$ cat src/rtl/lc3b_types.sv
// Shared types and widths for the L1 cache control slice.
//   line_t   : one 128-bit cache line
//   tag_t    : 9-bit stored tag
//   index_t  : 3-bit set index
//   cache_state_t : control FSM states (IDLE, WRITEBACK, ALLOCATE)
package lc3b_types;

  localparam int LINE_W   = 128;
  localparam int TAG_W    = 9;
  localparam int INDEX_W  = 3;
  localparam int OFFSET_W = 4;
  localparam int ADDR_W   = 16;

  typedef logic [LINE_W-1:0]  line_t;
  typedef logic [TAG_W-1:0]   tag_t;
  typedef logic [INDEX_W-1:0] index_t;
  typedef logic [ADDR_W-1:0]  addr_t;

  typedef enum logic [1:0] {
    IDLE      = 2'd0,
    WRITEBACK = 2'd1,
    ALLOCATE  = 2'd2
  } cache_state_t;

endpackage

$ cat src/rtl/cache_control.sv
// Control FSM for the 2-way set-associative L1 cache.
// Decides hit/miss from the datapath tag checks, updates LRU/dirty state on
// hits, writes back a dirty victim, then fills the missed line from pmem.
//
// Ports:
//   clk, reset                   clock, synchronous active-high reset
//   mem_read/mem_write/mem_address  CPU request (held until mem_resp)
//   mem_resp                     one-cycle request-complete pulse
//   hit, tag1_hit, tag2_hit      datapath tag-check results
//   lru_out, dirty_1, dirty_2    LRU way / dirty bits of the current set
//   tag_1, tag_2, index          stored tags and current set index
//   data_1, data_2               stored lines of both ways
//   write_set1/2, write_lru      datapath array write enables
//   lru_val, dirty_in            data for the LRU / dirty arrays
//   memcachedatamux_sel          0 = cache line, 1 = pmem_rdata
//   datamux_1_sel/datamux_2_sel  0 = line, 1 = line merged with mem_wdata
//   pmem_read/pmem_write/pmem_address/pmem_wdata/pmem_resp  physical memory
//   o_dbg_state                  current FSM state, for observation only
//
// Handshake semantics: the CPU holds its request and address until it sees
// the single-cycle mem_resp; pmem strobes are held high from state entry
// through the cycle in which pmem_resp pulses and drop the cycle after.
module cache_control
  import lc3b_types::*;
(
  input  logic                 clk,
  input  logic                 reset,
  input  logic                 mem_read,
  input  logic                 mem_write,
  input  logic [ADDR_W-1:0]    mem_address,
  output logic                 mem_resp,
  input  logic                 hit,
  input  logic                 tag1_hit,
  input  logic                 tag2_hit,
  input  logic                 lru_out,
  input  logic                 dirty_1,
  input  logic                 dirty_2,
  input  logic [TAG_W-1:0]     tag_1,
  input  logic [TAG_W-1:0]     tag_2,
  input  logic [INDEX_W-1:0]   index,
  input  logic [LINE_W-1:0]    data_1,
  input  logic [LINE_W-1:0]    data_2,
  output logic                 write_set1,
  output logic                 write_set2,
  output logic                 write_lru,
  output logic                 lru_val,
  output logic                 dirty_in,
  output logic                 memcachedatamux_sel,
  output logic                 datamux_1_sel,
  output logic                 datamux_2_sel,
  output logic                 pmem_read,
  output logic                 pmem_write,
  output logic [ADDR_W-1:0]    pmem_address,
  output logic [LINE_W-1:0]    pmem_wdata,
  input  logic                 pmem_resp,
  output cache_state_t         o_dbg_state
);

  cache_state_t r_state;
  cache_state_t w_next_state;
  logic         r_victim;      // 0 = way 1, 1 = way 2
  logic         w_victim_load;
  logic         w_request;
  logic         w_victim_dirty;

  assign w_request      = mem_read | mem_write;
  assign w_victim_dirty = lru_out ? dirty_2 : dirty_1;
  assign o_dbg_state    = r_state;

  always_ff @(posedge clk) begin
    if (reset) begin
      r_state  <= IDLE;
      r_victim <= 1'b0;
    end else begin
      r_state <= w_next_state;
      if (w_victim_load) begin
        r_victim <= lru_out;
      end
    end
  end

  always_comb begin
    w_next_state        = r_state;
    w_victim_load       = 1'b0;
    mem_resp            = 1'b0;
    write_set1          = 1'b0;
    write_set2          = 1'b0;
    write_lru           = 1'b0;
    lru_val             = 1'b0;
    dirty_in            = 1'b0;
    memcachedatamux_sel = 1'b0;
    datamux_1_sel       = 1'b0;
    datamux_2_sel       = 1'b0;
    pmem_read           = 1'b0;
    pmem_write          = 1'b0;
    pmem_address        = '0;
    pmem_wdata          = '0;

    if (reset) begin
      // Everything stays quiet while reset is held, including pmem strobes.
      w_next_state = IDLE;
    end else begin
      case (r_state)
        IDLE: begin
          if (w_request) begin
            if (hit) begin
              mem_resp  = 1'b1;
              write_lru = 1'b1;
              // LRU points at the way that was not just used.
              lru_val   = tag1_hit;
              // A simultaneous read+write is handled as a write.
              if (mem_write) begin
                dirty_in = 1'b1;
                if (tag1_hit) begin
                  write_set1    = 1'b1;
                  datamux_1_sel = 1'b1;
                end else begin
                  write_set2    = 1'b1;
                  datamux_2_sel = 1'b1;
                end
              end
            end else begin
              w_victim_load = 1'b1;
              w_next_state  = w_victim_dirty ? WRITEBACK : ALLOCATE;
            end
          end
        end

        WRITEBACK: begin
          pmem_write = 1'b1;
          if (r_victim) begin
            pmem_address = {tag_2, index, 4'b0000};
            pmem_wdata   = data_2;
          end else begin
            pmem_address = {tag_1, index, 4'b0000};
            pmem_wdata   = data_1;
          end
          if (pmem_resp) begin
            w_next_state = ALLOCATE;
          end
        end

        ALLOCATE: begin
          pmem_read           = 1'b1;
          pmem_address        = {mem_address[ADDR_W-1:OFFSET_W], 4'b0000};
          memcachedatamux_sel = 1'b1;
          if (pmem_resp) begin
            // Fill lands clean; datamux selects stay 0 so the raw pmem line
            // is written rather than a merge with CPU write data.
            if (r_victim) begin
              write_set2 = 1'b1;
            end else begin
              write_set1 = 1'b1;
            end
            w_next_state = IDLE;
          end
        end

        default: begin
          w_next_state = IDLE;
        end
      endcase
    end
  end

endmodule

$ cat config.mk
export PLATFORM = sky130hd
export DESIGN_NAME = cache_control
export DESIGN_NICKNAME = d
export VERILOG_FILES = /design/src/rtl/lc3b_types.sv /design/src/rtl/cache_control.sv
export SDC_FILE = /design/constraint.sdc
export NUM_CORES = 1
export LEC_CHECK = 0
export CORE_AREA = 2 2 179 181
export DETAILED_ROUTE_END_ITERATION = 16
export DIE_AREA = 0 0 181 183
export HOLD_SLACK_MARGIN = 0.05
export PLACE_DENSITY_LB_ADDON = 0.15
export SKIP_LAST_GASP = 1
export SLEW_MARGIN = 20
export SYNTH_ARGS = -nofsm -noshare
export SYNTH_HDL_FRONTEND = slang
export SYNTH_SLANG_ARGS = --single-unit
$ cat constraint.sdc
create_clock -name clk -period 2 [get_ports clk]
set_input_delay 0.5 -clock clk [delete_from_list [all_inputs] [get_ports clk]]
set_output_delay 0.5 -clock clk [all_outputs]
set_load 0.02 [all_outputs]
# Yosys cells after proc, flatten, opt, wreduce, memory -nomap -nowiden
# Index checks and enable logic that the tools add are counted.
totals:
  out_inout_bits: 157
  input_bits: 304
  word_cells: 65
  reg_bits: 3
op_classes:
  n_eq_ne: 6
  mux: 54
  n_reduce_logical: 2
  bitwise_logic: 1
op_table:
  columns: ["cell", "count"]
  rows:
  - ["$mux 128", 3]
  - ["$mux 1", 40]
  - ["$mux 16", 2]
  - ["$pmux 16 s2", 1]
  - ["$mux 2", 5]
  - ["$ne 2x2->1 const B", 4]
  - ["$pmux 2 s3", 1]
  - ["$pmux 1 s2", 2]
  - ["$reduce_and 4->1", 1]
  - ["$eq 2x1->1 const B", 1]
  - ["$eq 2x2->1 const B", 1]
  - ["$logic_not 2->1", 1]
  - ["$or 1x1->1", 1]

# Longest topological paths before layout
depth:
  ltp_word: 6
  depth_mapped: 6
  mapped_depth_nobuf: 6

# Least setup slack after synthesis
# Ideal clock, no wire load.
synth_timing:
  path_kind: "flip-flop to output port"
  start: "register r_state[0] (netlist: o_dbg_state[0])"
  end: "output write_set1"
  required_ns: 1.500
  path_stages_with_launch: 7
  setup_slack_ns: -0.231
  arrival_time_ns: 1.731
  path_cell_list: "dfxtp_1 -> inv_1 -> ha_1 -> nand2_1 -> nor3b_2 -> and2_1 -> o21bai_1"
synth_via:
  elab_chain_len: 3
  elab_cells_between_ends: 4
  classes_between: "eq/ne (1); mux (2); reduce/logical (1)"
synth_rtl:
  columns: ["element", "line_no", "source"]
  rows:
  - ["start, declared", "cache_control.sv:59", "cache_state_t r_state;"]
  - ["start signal, assigned", "cache_control.sv:75", "r_state <= w_next_state;"]
  - ["$eq 2x2->1 or $logic_not 2->1 (tied branches)", "cache_control.sv:103", "case (r_state)"]
  - ["$pmux 1 s2 (*)", "cache_control.sv:103", null]
  - ["$mux 1 (*)", "cache_control.sv:99", "if (reset) begin"]
  - ["end, declared", "cache_control.sv:43", "output logic write_set1,"]
# Mark *: on every way between the ends. The rest lies on a longest branch, timed or not.

# Worst setup path in the final report
layout_timing:
  start: "register r_state[1] (netlist: o_dbg_state[1])"
  end: "output pmem_wdata[75]"
layout_via:
  elab_chain_len: 3
layout_rtl:
  columns: ["element", "line_no", "source"]
  rows:
  - ["$eq 2x1->1", "cache_control.sv:103", null]
  - ["$mux 128", "cache_control.sv:103", null]
  - ["$mux 128", "cache_control.sv:99", null]
  - ["end, declared", "cache_control.sv:54", "output logic [LINE_W-1:0] pmem_wdata,"]
# Every way passes these cells.

==> key figures <==
CTS
  • Max Buffers Root-to-Sink: 2
  • CTS tree: done
  • Clock tree root driver cell: clkbuf_16
  • Total clock buffers created by CTS: 3
  • CTS clock-pin slew for the worst setup and hold paths: 0.03 ns
  • Clock latency of the later-clocked register in the worst-skew pair: 0.22 ns
  • Hold_buf cts: 0
  • Sinks on Clock Net: 3
  • H-tree Lvls: 1

Global routing
  • Gr ovfl total: 0
  • Global-route usage over all layers: 0.125
  • Wire length of the first global-routing pass: 31,200 um
  • Number of antenna violations at the first check in global routing: 1
  • Maximum number of pins on one net before global-route repair: 17
  • Vias in the first global route: 5,075

STA
  • Period utilization: 1.05
  • Final worst clock skew: 0.000361 ns
  • Hold Vio Cnt, Final: 0
  • Unrepaired setup endpoints after global routing: true
  • Number of pins with negative max-slew slack in the final report: 0
  • Smallest setup slack after layout: -0.103 ns
  • Peak clock frequency supported by timing: 475 MHz
  • Fin crit period: 2.10 ns
  • Final Setup Violations: 80

Finish
  • Post-route cell area: 10,300 um^2
  • Area occupied by registers: 68.8 um^2
  • Ant diodes: 0
  • Footprint of the multi-input gates: 3670 um^2
  • Filler cell count in the final layout: 3,243
  • Post-route insts no fill: 1,293
  • Area growth from synthesis to layout: 270%
  • Fraction of final layout cells with drive strength greater than 1: 0.530
  • Number of nets in the layout: 1,199

Logic synthesis
  • Number of instances in the synthesized netlist: 367
  • Top cell type by total area after synthesis: mux2i_1
  • Synth Warn #: 0
  • Largest cells by area after synthesis: mux2i_1, nor2_1, buf_6, buf_8, mux2_4
  • Most numerous cell in the Yosys netlist: nor2_1
  • Netlist cell types: 30
  • Post-synthesis share of cell area spent on full adders, half adders and majority gates: 0.0135
  • Share of cell area taken by muxes after synthesis: 0.511
  • Post-synth ARST share: 0
  • Combinational family with the most area after synthesis: multiplexers
  • Count of state elements after synthesis: 3
  • Top cell types by occurrence after synthesis: nor2_1, mux2i_1, buf_6, buf_8
  • Dominant register cell in the synthesized netlist: dfxtp_1
  • Xor/xnor cell area share of the yosys netlist: 0
  • Number of flops mapped to enable cells by yosys: 0
  • Fraction of synthesized cell area taken by the top area cell type: 0.461
  • Sequential element share of the synthesized area: 0.0216
  • Average cell area after synthesis: 7.58 um^2
  • Cell area after synthesis: 2780 um^2
  • Simple-gate share of the synthesized area: 0.228
  • Compound-gate portion of the synthesized area: 0.0648

Routing
  • Count of unresolved DRC violations after routing: 0
  • Wire per inst: 17.6 um
  • Sum of routed wire length over all layers: 22,700 um
  • Number of antenna-violating nets in the routed design: 0
  • Count of routing violations after the opening detailed-route iteration: 61
  • Via total after detailed routing: 4,760
  • First-pass detailed-route iteration total: 4
  • Routed via count divided by cell count: 3.68

Die
  • Area of the placeable core: 31,200 um^2
  • Die Area: 33,100 um^2
  • Std cell rows: 65
  • Vertical die dimension: 183 um
  • Die width: 181 um
  • Initial Utilization: 0.0890
  • I/O pin count: 461

Setup path
  • Flop-to-flop setup slack: 0.47 ns
  • Crit path capture type: output pin
  • Worst path arrival time: 1.60 ns
  • Critical Path Start Type: flop
  • Classification of the worst setup path: reg2out
  • Required time of the critical path: 1.50 ns
  • Largest fanout on the critical path: 6

Status
  • Failing checks: setup timing
  • Run status: finished with violations

Power
  • Combinational cell fraction of total power: 0.864
  • P_int: 1850 uW
  • Net Sw Power: 1080 uW
  • Largest voltage drop on the vdd net: 0.000190 V
  • Power density relative to cell area: 285 nW/um^2
  • Switching power as a share of total power: 0.370
  • Leakage power total: 0.00387 uW
  • Share of total power in sequential cells: 0.027
  • Share of total power in the clock network: 0.109
  • Post-layout power: 2930 uW

Placement
  • Total instance count after detailed placement: 1,240
  • HPWL Detailed: 17,200 um
  • Placed cell areas: 7970 um^2
  • Count of port buffers added during placement: 451
  • Global placer's final weighted congestion: 0.737

Run
  • MaxCap Viol Count: 0

Worst hold path
  • Hold crit path type: reg2reg
## registers in the layout (all words and copies together), names as in the netlist
name         cells
r_victim         1
o_dbg_state      2
## repair_timing
item	4_1_cts	5_1_grt
cloned	11	3
endpoints found under the setup margin	151	143
buffers inserted	32	9
resized for setup	801	426
pin swaps	14	56
## kinds of logic (layout without fill, tap and decap cells)
kind of cell	count (synthesis)	count (layout)
other	1	4
buffers and inverters	43	564
DFF	3	3
muxes	138	138
adders and majority gates	3	3
and+or+nand+nor	159	159
AOI/OAI and AO/OA	20	20
## layout by cell type, fill, tap and decap left out, types with 5 or more instances in the layout
cell	netlist	routed
buf_8	11	5
mux2i_4	0	36
mux2i_1	128	53
buf_16	0	13
mux2_4	7	10
nor2_1	144	46
buf_6	17	116
dlygate4sd2_1	0	15
buf_2	4	17
clkbuf_16	0	6
a22oi_2	6	10
nor2_2	0	13
buf_12	0	24
nor2_4	0	85
mux2i_2	0	39
clkdlybuf4s50_1	0	282
buf_4	7	76
## stage by stage
step	setup TNS (ns)	hold slack, ns	worst slack, ns	utilization
detailed placement	-101.20	0.628	-0.780	0.255
CTS	-6.60	0.637	-0.134	0.273
finish	-2.87	0.635	-0.103	0.330
global placement	-101.27	0.630	-0.755	0.255
floorplan	-0.157	0.569	-0.157	-
global route	-9.91	0.661	-0.150	0.330
## worst max-delay path, stage by stage, from the launching register on
cell      delay, ns
dfxtp_2        0.31
inv_2          0.08
ha_4           0.15
nand2b_4       0.14
buf_12         0.19
buf_8          0.13
buf_12         0.14
nor2_4         0.09
buf_6          0.12
## power by group through the flow
| stage | logic [uW] | clock network, uW | registers (uW) |
|---|---|---|---|
| global route | 2680 | 332 | 81.7 |
| CTS | 2070 | 322 | 78.7 |
| floorplan | 770 | 0 | 83.0 |
| finish | 2530 | 320 | 80.3 |
| global placement | 1800 | 0 | 83.1 |
| detailed placement | 1790 | 0 | 82.7 |
## path summary, 6_finish.rpt
kind / endpoint / startpoint / cells after the start
setup / recovery: pmem_wdata[75] / o_dbg_state[1] / 8
hold / removal: o_dbg_state[1] / o_dbg_state[1] / 3
setup reg to reg: o_dbg_state[1] / o_dbg_state[1] / 7
hold reg to reg: o_dbg_state[1] / o_dbg_state[1] / 3
## cell type report
cell class                 count  area share
tap                          402      0.0488
timing repair buffer         556       0.579
multi-input combinational    324       0.356
clock buffer                   4     0.00765
inverter                       4     0.00146
sequential                     3     0.00668
## metal layers
metal / GRT usage / wire length [um]
met2: 0.258 / 12700
met5: 0 / 13
met3: 0.0391 / 2200
met4: 0.0215 / 397
met1: 0.120 / 7460
No activity file was read; power rests on OpenSTA's default activity.
